===== src/rtl/frame_rx_pkg.sv =====
// Shared types and constants for the 10-bit frame receiver.
package frame_rx_pkg;

  localparam int          FRAME_BITS = 10;
  localparam int          DATA_BITS  = 8;
  localparam logic        START_BIT  = 1'b0;
  localparam logic        STOP_BIT   = 1'b1;
  // Counter value at which the last frame bit is being shifted in.
  localparam logic [3:0]  CNT_LAST   = 4'd9;

  typedef enum logic [1:0] {
    HUNT  = 2'd0,
    SHIFT = 2'd1,
    CHECK = 2'd2
  } rx_state_e;

  typedef enum logic [1:0] {
    FR_OK  = 2'd0,
    FR_BAD = 2'd1,
    FR_BRK = 2'd2
  } frame_kind_e;

  // Classify a complete frame as held in the SIPO (bit 0 = start, bit 9 = stop).
  function automatic frame_kind_e frame_classify(input logic [FRAME_BITS-1:0] p);
    frame_kind_e k;
    if (p == {FRAME_BITS{1'b0}}) begin
      k = FR_BRK;
    end else if ((p[0] != START_BIT) || (p[FRAME_BITS-1] != STOP_BIT)) begin
      k = FR_BAD;
    end else begin
      k = FR_OK;
    end
    return k;
  endfunction

endpackage


===== src/rtl/frame_rx_10b_if.sv =====
// Byte stream handshake between the receiver and its consumer.
interface frame_rx_10b_if;
  import frame_rx_pkg::*;

  logic [DATA_BITS-1:0] Rdata;
  logic                 Rvalid;
  logic                 Rready;

  modport master (output Rdata, output Rvalid, input Rready);
  modport slave  (input Rdata, input Rvalid, output Rready);
endinterface


===== src/rtl/frame_rx_fifo.sv =====
// Small synchronous first-word-fall-through FIFO with registered storage.
// A push is accepted when full only if a pop happens on the same edge.
module frame_rx_fifo #(
  parameter int DEPTH = 4,
  parameter int WIDTH = 8
) (
  input  logic             clk,
  input  logic             reset,
  input  logic             push,
  input  logic [WIDTH-1:0] wdata,
  input  logic             pop,
  output logic [WIDTH-1:0] rdata,
  output logic             full,
  output logic             empty
);

  localparam int AW = $clog2(DEPTH);
  localparam logic [AW:0] PTR_ONE = {{AW{1'b0}}, 1'b1};

  logic [WIDTH-1:0] mem_q [DEPTH];
  logic [WIDTH-1:0] mem_d [DEPTH];
  logic [AW:0]      wr_ptr_q, wr_ptr_d;
  logic [AW:0]      rd_ptr_q, rd_ptr_d;
  logic             empty_s, full_s, pop_ok_s, push_ok_s;

  // Extra pointer MSB distinguishes full from empty when indices match.
  assign empty_s   = (wr_ptr_q == rd_ptr_q);
  assign full_s    = (wr_ptr_q[AW] != rd_ptr_q[AW]) &&
                     (wr_ptr_q[AW-1:0] == rd_ptr_q[AW-1:0]);
  assign pop_ok_s  = pop & ~empty_s;
  assign push_ok_s = push & (~full_s | pop_ok_s);

  assign empty = empty_s;
  assign full  = full_s;
  // Head is read straight from storage; zero when nothing is queued.
  assign rdata = empty_s ? {WIDTH{1'b0}} : mem_q[rd_ptr_q[AW-1:0]];

  // Next storage contents and pointers from accepted push/pop.
  always_comb begin
    mem_d = mem_q;
    if (push_ok_s) begin
      mem_d[wr_ptr_q[AW-1:0]] = wdata;
      wr_ptr_d = wr_ptr_q + PTR_ONE;
    end else begin
      wr_ptr_d = wr_ptr_q;
    end
    if (pop_ok_s) begin
      rd_ptr_d = rd_ptr_q + PTR_ONE;
    end else begin
      rd_ptr_d = rd_ptr_q;
    end
  end

  // Storage and pointer registers.
  always_ff @(posedge clk or posedge reset) begin
    if (reset) begin
      wr_ptr_q <= {(AW+1){1'b0}};
      rd_ptr_q <= {(AW+1){1'b0}};
      for (int i = 0; i < DEPTH; i++) begin
        mem_q[i] <= {WIDTH{1'b0}};
      end
    end else begin
      wr_ptr_q <= wr_ptr_d;
      rd_ptr_q <= rd_ptr_d;
      mem_q    <= mem_d;
    end
  end

endmodule


===== src/rtl/frame_rx_10b.sv =====
// Frame receiver behind a 10-bit SIPO: delineates start/8 data/stop frames,
// validates them, queues good bytes and reports framing errors, breaks and
// overruns with a saturating event counter.
module frame_rx_10b
  import frame_rx_pkg::*;
#(
  parameter int FIFO_DEPTH = 4,
  parameter int CNT_W      = 8
) (
  input  logic                  clk,
  input  logic                  reset,
  input  logic                  Sdata,
  input  logic [FRAME_BITS-1:0] Pdata,
  input  logic                  en,
  frame_rx_10b_if.master        rx,
  output logic                  frame_err,
  output logic                  brk,
  output logic                  overrun,
  input  logic                  clr_err,
  output logic [CNT_W-1:0]      err_count,
  output logic                  busy
);

  localparam logic [CNT_W-1:0] CNT_MAX = {CNT_W{1'b1}};
  localparam logic [CNT_W-1:0] CNT_ONE = {{(CNT_W-1){1'b0}}, 1'b1};

  rx_state_e             state_q, state_d;
  logic [3:0]            cnt_q, cnt_d;
  logic                  frame_err_q, frame_err_d;
  logic                  brk_q, brk_d;
  logic                  overrun_q, overrun_d;
  logic [CNT_W-1:0]      err_count_q, err_count_d;

  logic                  push_s, ferr_s, brk_s, drop_s, pop_s;
  logic                  fifo_full_s, fifo_empty_s;
  logic [DATA_BITS-1:0]  fifo_rdata_s;
  logic                  start_s;

  // A start bit is only honoured while enabled and idle or finishing a frame.
  assign start_s = en && (Sdata == START_BIT);

  // FSM state and bit counter registers.
  always_ff @(posedge clk or posedge reset) begin
    if (reset) begin
      state_q <= HUNT;
      cnt_q   <= 4'd0;
    end else begin
      state_q <= state_d;
      cnt_q   <= cnt_d;
    end
  end

  // Next state: hunt for a start bit, count nine more bits, check for one cycle.
  always_comb begin
    state_d = state_q;
    cnt_d   = cnt_q;
    case (state_q)
      HUNT, CHECK: begin
        if (start_s) begin
          state_d = SHIFT;
          cnt_d   = 4'd1;
        end else begin
          state_d = HUNT;
          cnt_d   = 4'd0;
        end
      end
      SHIFT: begin
        if (cnt_q == CNT_LAST) begin
          state_d = CHECK;
          cnt_d   = 4'd0;
        end else begin
          state_d = SHIFT;
          cnt_d   = cnt_q + 4'd1;
        end
      end
      default: begin
        state_d = HUNT;
        cnt_d   = 4'd0;
      end
    endcase
  end

  // FSM outputs: during CHECK the SIPO holds the whole frame; decide its fate.
  always_comb begin
    push_s = 1'b0;
    ferr_s = 1'b0;
    brk_s  = 1'b0;
    case (state_q)
      CHECK: begin
        case (frame_classify(Pdata))
          FR_OK:   push_s = 1'b1;
          FR_BAD:  ferr_s = 1'b1;
          FR_BRK:  brk_s  = 1'b1;
          default: push_s = 1'b0;
        endcase
      end
      default: push_s = 1'b0;
    endcase
  end

  assign pop_s  = rx.Rready & ~fifo_empty_s;
  // A push into a full FIFO is only lost when no pop frees a slot that edge.
  assign drop_s = push_s & fifo_full_s & ~pop_s;

  frame_rx_fifo #(
    .DEPTH (FIFO_DEPTH),
    .WIDTH (DATA_BITS)
  ) u_fifo (
    .clk   (clk),
    .reset (reset),
    .push  (push_s),
    .wdata (Pdata[DATA_BITS:1]),
    .pop   (pop_s),
    .rdata (fifo_rdata_s),
    .full  (fifo_full_s),
    .empty (fifo_empty_s)
  );

  // Next values of the error pulses, sticky overrun and saturating counter.
  always_comb begin
    frame_err_d = ferr_s;
    brk_d       = brk_s;
    if (clr_err) begin
      overrun_d   = 1'b0;
      err_count_d = {CNT_W{1'b0}};
    end else begin
      if (drop_s) begin
        overrun_d = 1'b1;
      end else begin
        overrun_d = overrun_q;
      end
      if ((ferr_s | brk_s | drop_s) && (err_count_q != CNT_MAX)) begin
        err_count_d = err_count_q + CNT_ONE;
      end else begin
        err_count_d = err_count_q;
      end
    end
  end

  // Error flag and counter registers.
  always_ff @(posedge clk or posedge reset) begin
    if (reset) begin
      frame_err_q <= 1'b0;
      brk_q       <= 1'b0;
      overrun_q   <= 1'b0;
      err_count_q <= {CNT_W{1'b0}};
    end else begin
      frame_err_q <= frame_err_d;
      brk_q       <= brk_d;
      overrun_q   <= overrun_d;
      err_count_q <= err_count_d;
    end
  end

  assign rx.Rdata  = fifo_rdata_s;
  assign rx.Rvalid = ~fifo_empty_s;
  assign frame_err = frame_err_q;
  assign brk       = brk_q;
  assign overrun   = overrun_q;
  assign err_count = err_count_q;
  assign busy      = (state_q != HUNT);

endmodule


===== src/flat_wrapper.sv =====
// flat-port wrapper written by rule: the top's interface ports become plain ports
module frame_rx_10b_flat import frame_rx_pkg::*;
#(
  parameter int FIFO_DEPTH = 4,
  parameter int CNT_W      = 8
)
  (clk, reset, Sdata, Pdata, en, frame_err, brk, overrun, clr_err, err_count, busy, rx_Rdata, rx_Rvalid, rx_Rready);
  frame_rx_10b_if rx_i ();
  input  logic clk;
  input  logic reset;
  input  logic Sdata;
  input  logic [FRAME_BITS-1:0] Pdata;
  input  logic en;
  output logic frame_err;
  output logic brk;
  output logic overrun;
  input  logic clr_err;
  output logic [CNT_W-1:0] err_count;
  output logic busy;
  output wire logic [$bits(rx_i.Rdata)-1:0] rx_Rdata;
  output wire logic [$bits(rx_i.Rvalid)-1:0] rx_Rvalid;
  input wire logic [$bits(rx_i.Rready)-1:0] rx_Rready;
  assign rx_Rdata = rx_i.Rdata;
  assign rx_Rvalid = rx_i.Rvalid;
  assign rx_i.Rready = rx_Rready;
  frame_rx_10b #(.FIFO_DEPTH(FIFO_DEPTH), .CNT_W(CNT_W)) u_core (.clk(clk), .reset(reset), .Sdata(Sdata), .Pdata(Pdata), .en(en), .rx(rx_i), .frame_err(frame_err), .brk(brk), .overrun(overrun), .clr_err(clr_err), .err_count(err_count), .busy(busy));
endmodule

===== config.mk =====
export PLATFORM = sky130hd
export DESIGN_NAME = frame_rx_10b_flat
export DESIGN_NICKNAME = d
export VERILOG_FILES = /design/src/rtl/frame_rx_pkg.sv /design/src/rtl/frame_rx_10b_if.sv /design/src/rtl/frame_rx_fifo.sv /design/src/rtl/frame_rx_10b.sv /design/src/flat_wrapper.sv
export SDC_FILE = /design/constraint.sdc
export NUM_CORES = 1
export LEC_CHECK = 0
export CELL_PAD_IN_SITES_DETAIL_PLACEMENT = 0
export CELL_PAD_IN_SITES_GLOBAL_PLACEMENT = 1
export CORE_MARGIN = 1
export CORE_UTILIZATION = 48
export CTS_CLUSTER_DIAMETER = 80
export CTS_CLUSTER_SIZE = 25
export DETAILED_ROUTE_END_ITERATION = 7
export HOLD_SLACK_MARGIN = 0.05
export PLACE_DENSITY_LB_ADDON = 0.12
export SLEW_MARGIN = 20
export SYNTH_ARGS = -nofsm -noshare
export SYNTH_HDL_FRONTEND = slang
export SYNTH_SLANG_ARGS = --single-unit

===== constraint.sdc =====
create_clock -name clk -period 4.7 [get_ports clk]
set_input_delay 1.41 -clock clk [delete_from_list [all_inputs] [get_ports clk]]
set_output_delay 1.41 -clock clk [all_outputs]
set_load 0.02 [all_outputs]

==> summary.txt, run 1 <==
Clocking
  • Post CTS Setup Buffer Count: 0
  • Htree depth: 2
  • Clock buffer count from CTS: 5
  • CTS tree: yes
  • Clock-pin slew on the worst setup and hold paths: 0.09 ns
  • Clk root buf: clkbuf_8
  • Maximum buffer depth of the clock tree: 2
  • CTS Sinks: 55
  • Worst skew pair latency: 0.31 ns
  • Post-cts repair resize count: 0
  • Hold_buf cts: 0

Worst setup path
  • Reg-to-reg setup timing slack: 2.46 ns
  • Crit path largest cell delay: 0.85 ns
  • Buf+Inv Stages, Crit Path: 1
  • Startpoint Class: flip-flop
  • WP data required: 3.29 ns
  • Reg2Reg Depth: 4
  • CP arrival: 2.61 ns
  • Worst r2r src: u_core.u_fifo.rd_ptr_q[0]$_DFFE_PP0P_
  • Slowest cell on crit path: dfrtp_1
  • Reg2Reg Capture Point: u_core.u_fifo.mem_q[6]$_DFFE_PP0P_
  • Crit Path Max Fanout: 11
  • CP endpoint kind: output port
  • WS Path Type: flip-flop to output port
  • CP Cell Sequence: xnor2_4, nand3_1, and2_1, clkdlybuf4s50_1
  • Critical path's top delay family: flip-flops

GRT
  • Initial antenna violation count: 0
  • GRT Total Usage: 19.4%
  • Largest net degree at the start of global routing: 56
  • Vias in the first global route: 1744
  • First-pass GRT wire length: 8.77 mm
  • Gr ovfl total: 0

Routing
  • DR iter-0 viols: 84
  • Via count: 1735
  • Drt total wl: 5.37 mm
  • DRT antenna net count: 0
  • Routed len/inst: 17.1 µm
  • Drc violations: 0
  • Detailed Routing Iterations Pass 1: 5
  • Drt via density: 5.51

STA
  • Final period utilization: 85.6%
  • Clock Skew: 0.00436 ns
  • Hold Fails Final Rpt: 0
  • Worst slew pin tran: 0.928 ns
  • Final setup fails: 0
  • Setup TNS Final: 0 ns
  • Relative slew margins: 38.1%
  • Crit path time final: 4.02 ns
  • Max Clock Freq: 249 MHz
  • RSZ-0062 raised after global routing: no
  • Pins Over Slew Limit: 0
  • Final worst setup slack: 0.678 ns

Logic synthesis
  • Leading post-synthesis cells by cell area: dfrtp_1 51%, mux2_2 14%, mux4_2 6.6%
  • Cell area after synthesis: 0.00272 mm²
  • Synth top area share: 50.6%
  • Sequential area share after synthesis: 50.6%
  • Syn_nets: 229
  • Yosys warnings: 0
  • Post-synthesis register bit count: 55
  • Avg Cell Area, Syn: 13.3 µm²
  • Area leader, netlist: dfrtp_1
  • Library cells used by synthesis: 39
  • Post-Synthesis Cells: 205

Final layout
  • Area Growth Syn to Fin: 18.4%
  • # nets final: 267
  • Share of layout cells above drive strength 1: 25.5%
  • Most common cell after layout, fill and taps aside: dfrtp_1
  • Layout filler cell count: 461
  • Register cell area after layout: 0.00138 mm²
  • Most frequent cells in the layout: 55 x dfrtp_1, 36 x clkdlybuf4s50_1, 34 x mux2_2
  • Area of the multi-input gates: 0.00128 mm²
  • # diodes: 0

Placed design
  • Final Wtd Congestion: 0.799
  • PortBufs: 36
  • Setup WS pre-CTS: 1.00 ns
  • Hpwl dp: 3.79 mm

Outcome
  • Status: complete, no violations

Power and ir drop
  • Power Dens Cells: 378 mW/mm²
  • Switching Power: 398 µW
  • Clock network power share: 21.5%
  • Flop pwr share: 51.4%
  • Worst VDD drop: 187 µV
  • Power Internal: 820 µW
  • Lkg Pwr: 0.00143 µW
  • Gate power share: 27.1%
  • Switching Share: 32.7%

Min path
  • Hold_sp: u_core.u_fifo.mem_q[24]$_DFFE_PP0P_
  • WHS Endpoint: u_core.u_fifo.mem_q[24]$_DFFE_PP0P_
  • Hold depth: 1
  • Worst Hold Class: flip-flop to flip-flop

Floorplan
  • Core ar.: 0.00547 mm²
  • Die Span Y: 77.3 µm
  • Die area: 0.00597 mm²
  • Cell row count: 27
  • Die Width: 77.3 µm
  • Initial core utilization: 49.7%
  • IO Count: 37

Job
  • Max_cap viols: 0
## worst max path at each step
stage                                                from          end  slack, ns  cells past startpoint
floorplan           u_core.u_fifo.rd_ptr_q[1]$_DFFE_PP0P_  rx_Rdata[0]       1.86                      5
global placement    u_core.u_fifo.rd_ptr_q[0]$_DFFE_PP0P_  rx_Rdata[1]       1.07                      4
detailed placement  u_core.u_fifo.rd_ptr_q[0]$_DFFE_PP0P_  rx_Rdata[1]       1.00                      4
CTS                 u_core.u_fifo.rd_ptr_q[0]$_DFFE_PP0P_  rx_Rdata[1]       0.65                      4
global route        u_core.u_fifo.rd_ptr_q[0]$_DFFE_PP0P_  rx_Rdata[1]       0.51                      4
finish              u_core.u_fifo.rd_ptr_q[0]$_DFFE_PP0P_  rx_Rdata[1]       0.68                      4
## through the flow
stage	cells	area [µm²]	total power (µW)	utilization, %	hold WS, ns
2_1_floorplan	205	2720	873	-	0.461
3_3_place_gp	308	3130	946	57.3	0.481
3_5_place_dp	308	3130	972	57.3	0.487
4_1_cts	315	3220	1230	58.9	0.509
5_1_grt	315	3220	1290	58.9	0.527
6_report	315	3220	1220	58.9	0.509
## synthesized netlist by cell type (all sizes together)
library cell  instances
nand3b                2
a41oi                 2
and2                  8
o211ai                1
xnor2                 8
mux2i                 1
o21ba                 1
a211oi                1
buf                   3
o21bai                1
nand2                11
o21ai                 5
a21oi                 4
nor3b                 3
or4                   3
dfrtp                55
o31ai                 3
nor2                  7
mux4                  8
nor2b                 2
or3                   2
nor3                  1
xor2                  2
nand2b                4
clkbuf                2
and3                  2
nand4                 3
ha                    8
nand3                 5
inv                   7
nor4                  4
nand4bb               1
or2                   1
mux2                 34
## power groups by stage
stage          logic (µW)  clock network, µW  registers [µW]
4_1_cts               336                270             628
2_1_floorplan         299                  0             574
6_report              330                262             626
5_1_grt               364                291             637
3_5_place_dp          335                  0             637
3_3_place_gp          315                  0             631
## flip-flops by register name, indices dropped and copies added, names as in the netlist, 2 cells and up
signal / cells
u_core.cnt_q: 4
u_core.err_count: 8
u_core.state_q: 2
u_core.u_fifo.mem_q: 32
u_core.u_fifo.rd_ptr_q: 3
u_core.u_fifo.wr_ptr_q: 3
## logic make-up after synthesis
group,share of synthesized area (%)
AOI/OAI and AO/OA,4.87
xor gates and xnor gates,4.87
muxes,21.1
buffers and inverters,2.35
and+or+nand+nor,12.6
DFF,50.6
adders and majority gates,3.68
## cell type report
class	count	share of cell area (%)
Sequential cell	55	42.7
Multi-Input combinational cell	138	39.8
Timing Repair Buffer	36	11.2
Tap cell	72	2.80
Clock buffer	6	2.56
Inverter	7	0.854
Clock inverter	1	0.155
## worst register-to-register path, cell delays in order, from the launching register on
cell	delay, ns
dfrtp_1	0.85
xnor2_4	0.17
a41oi_2	0.46
nand2_2	0.30
mux2_2	0.35
## per-layer routing
metal / GRT usage (%) / vias to the layer above / routed length (µm)
li1: - / 813 / -
met1: 26.6 / 883 / 2510
met2: 30.4 / 31 / 2650
met3: 5.12 / 8 / 153
met4: 5.28 / 0 / 63
met5: 0 / - / 0
No activity file was read; power rests on OpenSTA's default activity.
==> run 2: changes to the inputs <==
==> constraint.sdc (replaced) <==
create_clock -name clk -period 4.7 [get_ports clk]
set_input_delay 1.41 -clock clk [delete_from_list [all_inputs] [get_ports clk]]
set_output_delay 1.41 -clock clk [all_outputs]
set_load 0.1 [all_outputs]
==> summary.txt, run 2 (synthesis results as in run 1) <==
Final layout
  • Final instance area: 0.00323 mm² (was 0.00322 mm²)
  • Share of layout cells above drive strength 1: 29.5% (was 25.5%)
  • Reg with most FFs: u_core.u_fifo.mem_q (unchanged)
  • Number of flip-flops in the largest register: 32 (unchanged)
  • Area Growth Syn to Fin: 18.9% (was 18.4%)
  • Most frequent cells in the layout: 55 x dfrtp_1, 34 x mux2_2, 27 x clkdlybuf4s50_1 (was 55 x dfrtp_1, 36 x clkdlybuf4s50_1, 34 x mux2_2)
  • Post-layout util: 59.1% (was 58.9%)
  • # nets final: 267 (unchanged)
  • # diodes: 0 (unchanged)
  • Most common cell after layout, fill and taps aside: dfrtp_1 (unchanged)

Worst setup path
  • CP Cell Sequence: xnor2_4, nand3_1, and2_1, buf_4 (was xnor2_4, nand3_1, and2_1, clkdlybuf4s50_1)
  • Startpoint Class: flip-flop (unchanged)
  • WP data required: 3.29 ns (about the same)
  • Worst setup path startpoint: u_core.u_fifo.rd_ptr_q[0]$_DFFE_PP0P_ (unchanged)
  • Crit Path Max Fanout: 11 (unchanged)
  • Crit path largest cell delay: 0.82 ns (was 0.85 ns)
  • WS Path Type: flip-flop to output port (unchanged)
  • Worst r2r src: u_core.u_fifo.rd_ptr_q[0]$_DFFE_PP0P_ (unchanged)
  • Buf+Inv Stages, Crit Path: 1 (unchanged)
  • Reg-to-reg setup timing slack: 2.51 ns (was 2.46 ns)
  • CP arrival: 2.29 ns (was 2.61 ns)
  • Reg2Reg Capture Point: u_core.err_count[5]$_DFFE_PP0P_ (was u_core.u_fifo.mem_q[6]$_DFFE_PP0P_)
  • Reg2Reg Depth: 4 (unchanged)
  • Slowest cell on crit path: dfrtp_1 (unchanged)
  • CP endpoint kind: output port (unchanged)
  • Critical path's top delay family: flip-flops (unchanged)

Floorplan
  • Die Width: 77.3 µm (unchanged)
  • IO Count: 37 (unchanged)
  • Die Span Y: 77.3 µm (unchanged)
  • Initial core utilization: 49.7% (unchanged)
  • Cell row count: 27 (unchanged)
  • Core ar.: 0.00547 mm² (unchanged)
  • Die area: 0.00597 mm² (unchanged)

Clocking
  • Worst skew pair latency: 0.31 ns (about the same)
  • Clk root buf: clkbuf_8 (unchanged)
  • Post-cts repair resize count: 0 (unchanged)
  • Htree depth: 2 (unchanged)
  • Clock buffer count from CTS: 5 (unchanged)
  • Clock-pin slew on the worst setup and hold paths: 0.09 ns (about the same)
  • Hold_buf cts: 0 (unchanged)
  • CTS tree: yes (unchanged)
  • Maximum buffer depth of the clock tree: 2 (unchanged)
  • CTS Sinks: 55 (unchanged)
  • Post CTS Setup Buffer Count: 0 (unchanged)

STA
  • Final period utilization: 78.7% (was 85.6%)
  • Pins Over Slew Limit: 0 (unchanged)
  • Crit path time final: 3.70 ns (was 4.02 ns)
  • Worst slew pin tran: 0.973 ns (was 0.928 ns)
  • RSZ-0062 raised after global routing: no (unchanged)
  • Setup TNS Final: 0 ns (unchanged)
  • Relative slew margins: 34.9% (was 38.1%)
  • Hold Fails Final Rpt: 0 (unchanged)
  • Clock Skew: 0.0104 ns (was 0.00436 ns)
  • Final setup fails: 0 (unchanged)
  • Hold slack: 0.511 ns (was 0.509 ns)
  • Max Clock Freq: 270 MHz (was 249 MHz)

Routing
  • DR iter-0 viols: 69 (was 84)
  • Detailed Routing Iterations Pass 1: 4 (was 5)
  • Routed len/inst: 17.1 µm (about the same)
  • Drt via density: 5.58 (was 5.51)
  • Drt total wl: 5.40 mm (was 5.37 mm)
  • DRT antenna net count: 0 (unchanged)
  • Drc violations: 0 (unchanged)
  • Via count: 1763 (was 1735)

Outcome
  • Status: complete, no violations (unchanged)

Placed design
  • Final Wtd Congestion: 0.768 (was 0.799)
  • PortBufs: 36 (unchanged)
  • Dpl cell area: 0.00311 mm² (was 0.00313 mm²)
  • Hpwl dp: 3.85 mm (was 3.79 mm)

GRT
  • Initial antenna violation count: 0 (unchanged)
  • Gr ovfl total: 0 (unchanged)
  • First-pass GRT wire length: 9.16 mm (was 8.77 mm)
  • GRT Total Usage: 20.3% (was 19.4%)
  • Largest net degree at the start of global routing: 56 (unchanged)
  • Vias in the first global route: 1834 (was 1744)

Job
  • Max_cap viols: 0 (unchanged)

Min path
  • Worst Hold Class: flip-flop to flip-flop (unchanged)
  • Hold depth: 1 (unchanged)
  • WHS Endpoint: u_core.u_fifo.mem_q[11]$_DFFE_PP0P_ (was u_core.u_fifo.mem_q[24]$_DFFE_PP0P_)
  • Hold_sp: u_core.u_fifo.mem_q[11]$_DFFE_PP0P_ (was u_core.u_fifo.mem_q[24]$_DFFE_PP0P_)

Power and ir drop
  • Power Dens Cells: 426 mW/mm² (was 378 mW/mm²)
  • Worst VDD drop: 209 µV (was 187 µV)
  • Lkg Pwr: 0.00146 µW (was 0.00143 µW)
-- run 2: cell count changes in the layout (fill, tap and decap cells not counted), sizes merged --
cell / before / now
bufinv: 0 / 1
inv: 6 / 7
clkdlybuf4s50: 36 / 27
buf: 0 / 9
clkinv: 2 / 1
-- run 2: through the flow --
step / instances / power (µW) / worst slack (ns)
finish: 316 / 1380 / 1.00
global route: 316 / 1450 / 0.823
CTS: 316 / 1390 / 0.983
detailed placement: 308 / 1060 / 1.33
global placement: 308 / 1040 / 1.36
floorplan: 205 / 973 / 0.641
-- run 2: how the worst max path moves through the flow --
| stage | to | cells past startpoint |
|---|---|---|
| final | rx_Rdata[5] | 4 |
| after global routing | rx_Rdata[0] | 4 |
| after CTS | rx_Rdata[5] | 4 |
| after detailed placement | u_core.u_fifo.mem_q[0]$_DFFE_PP0P_ | 5 |
| after global placement | rx_Rdata[0] | 4 |
| after floorplan | rx_Rdata[0] | 5 |
-- run 2: where the power goes --
| part | internal (µW) | switching, µW |
|---|---|---|
| Clock | 175 | 155 |
| Combinational | 174 | 246 |
| Sequential | 523 | 102 |
-- run 2: cell type report --
cell class                      count  area [µm²]
Sequential cell                    55        1380
Fill cell                         474        2240
Multi-Input combinational cell    138        1280
Tap cell                           72        90.1
Clock inverter                      2        38.8
Timing Repair Buffer               36         338
Clock buffer                        6        82.6
Inverter                            7        27.5
-- run 2: layer usage --
metal | track usage [%] | wire (µm) | part of all wire (%)
met3 | 5.48 | 197 | 3.6
met1 | 28.1 | 2520 | 47
met2 | 31.4 | 2620 | 49
met5 | 0 | 0 | 0
met4 | 5.66 | 62 | 1.1
-- run 2: worst register-to-register path: cells and delay by family (launching register included) --
kind	cells	cell delay, ns
flops	1	0.82
simple gates	1	0.60
compound gates	2	0.48
xor+xnor	1	0.21
==> run 3: changes to the inputs <==
CORE_UTILIZATION = 40   (was 48)
clock period = 3.1 ns   (was 4.7 ns; I/O delays follow)
==> summary.txt, run 3 (synthesis results as in run 1) <==
Outcome
  • Status: complete, no violations (unchanged)

Worst setup path
  • Startpoint Class: flip-flop (unchanged)
  • WP data required: 2.17 ns (was 3.29 ns)
  • Reg-to-reg setup timing slack: 0.98 ns (was 2.51 ns)
  • CP endpoint kind: output port (unchanged)
  • WS Path Type: flip-flop to output port (unchanged)
  • Reg2Reg Capture Point: u_core.u_fifo.mem_q[1]$_DFFE_PP0P_ (was u_core.err_count[5]$_DFFE_PP0P_)
  • Crit Path Max Fanout: 10 (was 11)
  • Reg2Reg Depth: 4 (unchanged)
  • CP arrival: 2.03 ns (was 2.29 ns)
  • Worst r2r src: u_core.u_fifo.rd_ptr_q[1]$_DFFE_PP0P_ (was u_core.u_fifo.rd_ptr_q[0]$_DFFE_PP0P_)

Routing
  • Detailed Routing Iterations Pass 1: 4 (unchanged)
  • Routed len/inst: 16.0 µm (was 17.1 µm)
  • Drt total wl: 5.19 mm (was 5.40 mm)
  • Drc violations: 0 (unchanged)
  • Via count: 1683 (was 1763)
  • DR iter-0 viols: 69 (unchanged)
  • Drt via density: 5.18 (was 5.58)
  • DRT antenna net count: 0 (unchanged)

Clocking
  • Clock-pin slew on the worst setup and hold paths: 0.10 ns (was 0.09 ns)
  • CTS Sinks: 55 (unchanged)
  • Worst skew pair latency: 0.31 ns (about the same)
  • Maximum buffer depth of the clock tree: 2 (unchanged)
  • Hold_buf cts: 0 (unchanged)
  • Clk root buf: clkbuf_8 (unchanged)
  • Post-cts repair resize count: 0 (unchanged)
  • CTS tree: yes (unchanged)
  • Post CTS Setup Buffer Count: 0 (unchanged)
  • Htree depth: 2 (unchanged)
  • Clock buffer count from CTS: 5 (unchanged)

Floorplan
  • Core ar.: 0.00646 mm² (was 0.00547 mm²)
  • Initial core utilization: 42.1% (was 49.7%)
  • Die Width: 84.5 µm (was 77.3 µm)
  • IO Count: 37 (unchanged)
  • Cell row count: 29 (was 27)
  • Die Span Y: 84.5 µm (was 77.3 µm)
  • Die area: 0.00714 mm² (was 0.00597 mm²)

Final layout
  • Share of layout cells above drive strength 1: 35.1% (was 29.5%)
  • Final instance area: 0.00332 mm² (was 0.00323 mm²)
  • Finished Layout Cells: 325 (was 316)
  • Most common cell after layout, fill and taps aside: dfrtp_1 (unchanged)
  • Layout filler cell count: 578 (was 474)
  • # diodes: 0 (unchanged)
  • Area Growth Syn to Fin: 22.0% (was 18.9%)
  • # nets final: 271 (was 267)
  • Reg with most FFs: u_core.u_fifo.mem_q (unchanged)
  • Post-layout util: 51.4% (was 59.1%)
  • Number of flip-flops in the largest register: 32 (unchanged)
  • Most frequent cells in the layout: 55 x dfrtp_1, 34 x mux2_2, 16 x buf_4 (was 55 x dfrtp_1, 34 x mux2_2, 27 x clkdlybuf4s50_1)

Power and ir drop
  • Clock network power share: 19.2% (was 24.0%)
  • Worst VDD drop: 311 µV (was 209 µV)
  • Gate power share: 37.0% (was 30.6%)
  • Switching Power: 773 µW (was 503 µW)
  • Lkg Pwr: 0.00151 µW (was 0.00146 µW)
  • Flop pwr share: 43.8% (was 45.4%)
  • Power Internal: 1290 µW (was 873 µW)
  • Switching Share: 37.5% (was 36.6%)
  • Power Dens Cells: 621 mW/mm² (was 426 mW/mm²)

Placed design
  • Hpwl dp: 3.64 mm (was 3.85 mm)
  • Final Wtd Congestion: 0.742 (was 0.768)
  • PortBufs: 36 (unchanged)
  • Post-placement cell count: 317 (was 308)
  • Dpl cell area: 0.00323 mm² (was 0.00311 mm²)
  • Setup WS pre-CTS: 0.259 ns (was 1.33 ns)

Min path
  • WHS Endpoint: u_core.u_fifo.mem_q[22]$_DFFE_PP0P_ (was u_core.u_fifo.mem_q[11]$_DFFE_PP0P_)
  • Hold depth: 1 (unchanged)
  • Hold_sp: u_core.u_fifo.mem_q[22]$_DFFE_PP0P_ (was u_core.u_fifo.mem_q[11]$_DFFE_PP0P_)
  • Worst Hold Class: flip-flop to flip-flop (unchanged)

STA
  • Relative slew margins: 53.4% (was 34.9%)
  • Final worst setup slack: 0.143 ns (was 1.00 ns)
  • RSZ-0062 raised after global routing: no (unchanged)
  • Clock Skew: 0.00994 ns (was 0.0104 ns)
  • Worst slew pin tran: 0.699 ns (was 0.973 ns)
  • Setup TNS Final: 0 ns (unchanged)
  • Final period utilization: 95.4%
  • Crit path time final: 2.96 ns
  • Final setup fails: 0 (unchanged)
  • Pins Over Slew Limit: 0 (unchanged)
  • Max Clock Freq: 338 MHz
  • Hold Fails Final Rpt: 0 (unchanged)

GRT
  • GRT Total Usage: 15.7% (was 20.3%)
  • First-pass GRT wire length: 8.62 mm (was 9.16 mm)
  • Gr ovfl total: 0 (unchanged)
  • Largest net degree at the start of global routing: 56 (unchanged)
  • Initial antenna violation count: 0 (unchanged)
  • Vias in the first global route: 1654 (was 1834)

Job
  • Max_cap viols: 0 (unchanged)
run 3: cell count changes in the layout (fill, tap and decap cells not counted), moves of 2 or more:
cell / change
clkdlybuf4s50_1: -12
buf_12: +9
clkinv_4: +2
buf_4: +7
run 3: critical path, cell delays in order, from the launching register on:
cell and delay, ns:
dfrtp_1 0.76, mux4_2 0.58, and2_1 0.20, buf_12 0.17
run 3: metal layers:
layer / vias up / global-route usage (%) / wire length [µm]
met1: 837 / 24.1 / 2650
li1: 822 / - / -
met4: 0 / 4.16 / 51
met2: 19 / 22.7 / 2360
met5: - / 0 / 0
met3: 5 / 3.34 / 129
run 3: worst max path at each step:
stage                                                     start                                  to  slack (ns)  cells after the start
final                     u_core.u_fifo.rd_ptr_q[1]$_DFFE_PP0P_                         rx_Rdata[5]        0.14                      3
after detailed placement                               Pdata[0]  u_core.u_fifo.mem_q[0]$_DFFE_PP0P_        0.26                      5
after CTS                 u_core.u_fifo.rd_ptr_q[1]$_DFFE_PP0P_                         rx_Rdata[5]        0.11                      3
after global placement                                 Pdata[9]  u_core.u_fifo.mem_q[6]$_DFFE_PP0P_        0.33                      5
after global routing      u_core.u_fifo.rd_ptr_q[1]$_DFFE_PP0P_                         rx_Rdata[6]        0.05                      3
after floorplan           u_core.u_fifo.rd_ptr_q[1]$_DFFE_PP0P_                         rx_Rdata[0]        0.02                      5
run 3: power by group through the flow:
| stage | Sequential [µW] | Clock [µW] | Combinational (µW) |
|---|---|---|---|
| finish | 904 | 397 | 763 |
| global route | 919 | 448 | 821 |
| CTS | 906 | 415 | 778 |
| detailed placement | 920 | 0 | 775 |
| floorplan | 874 | 0 | 602 |
| global placement | 921 | 0 | 777 |
run 3: cell type report:
cell class | instances | area [µm²] | area share (%)
Clock inverter | 2 | 17.5 | 0.528
Tap cell | 77 | 96.3 | 2.90
Inverter | 7 | 26.3 | 0.791
Sequential cell | 55 | 1380 | 41.4
Clock buffer | 6 | 72.6 | 2.19
Multi-Input combinational cell | 138 | 1280 | 38.6
Timing Repair Buffer | 40 | 450 | 13.6
run 3: per-stage QoR:
stage	power, µW	hold slack [ns]
floorplan	1480	0.461
global placement	1700	0.482
detailed placement	1690	0.492
CTS	2100	0.515
global route	2190	0.526
finish	2060	0.510
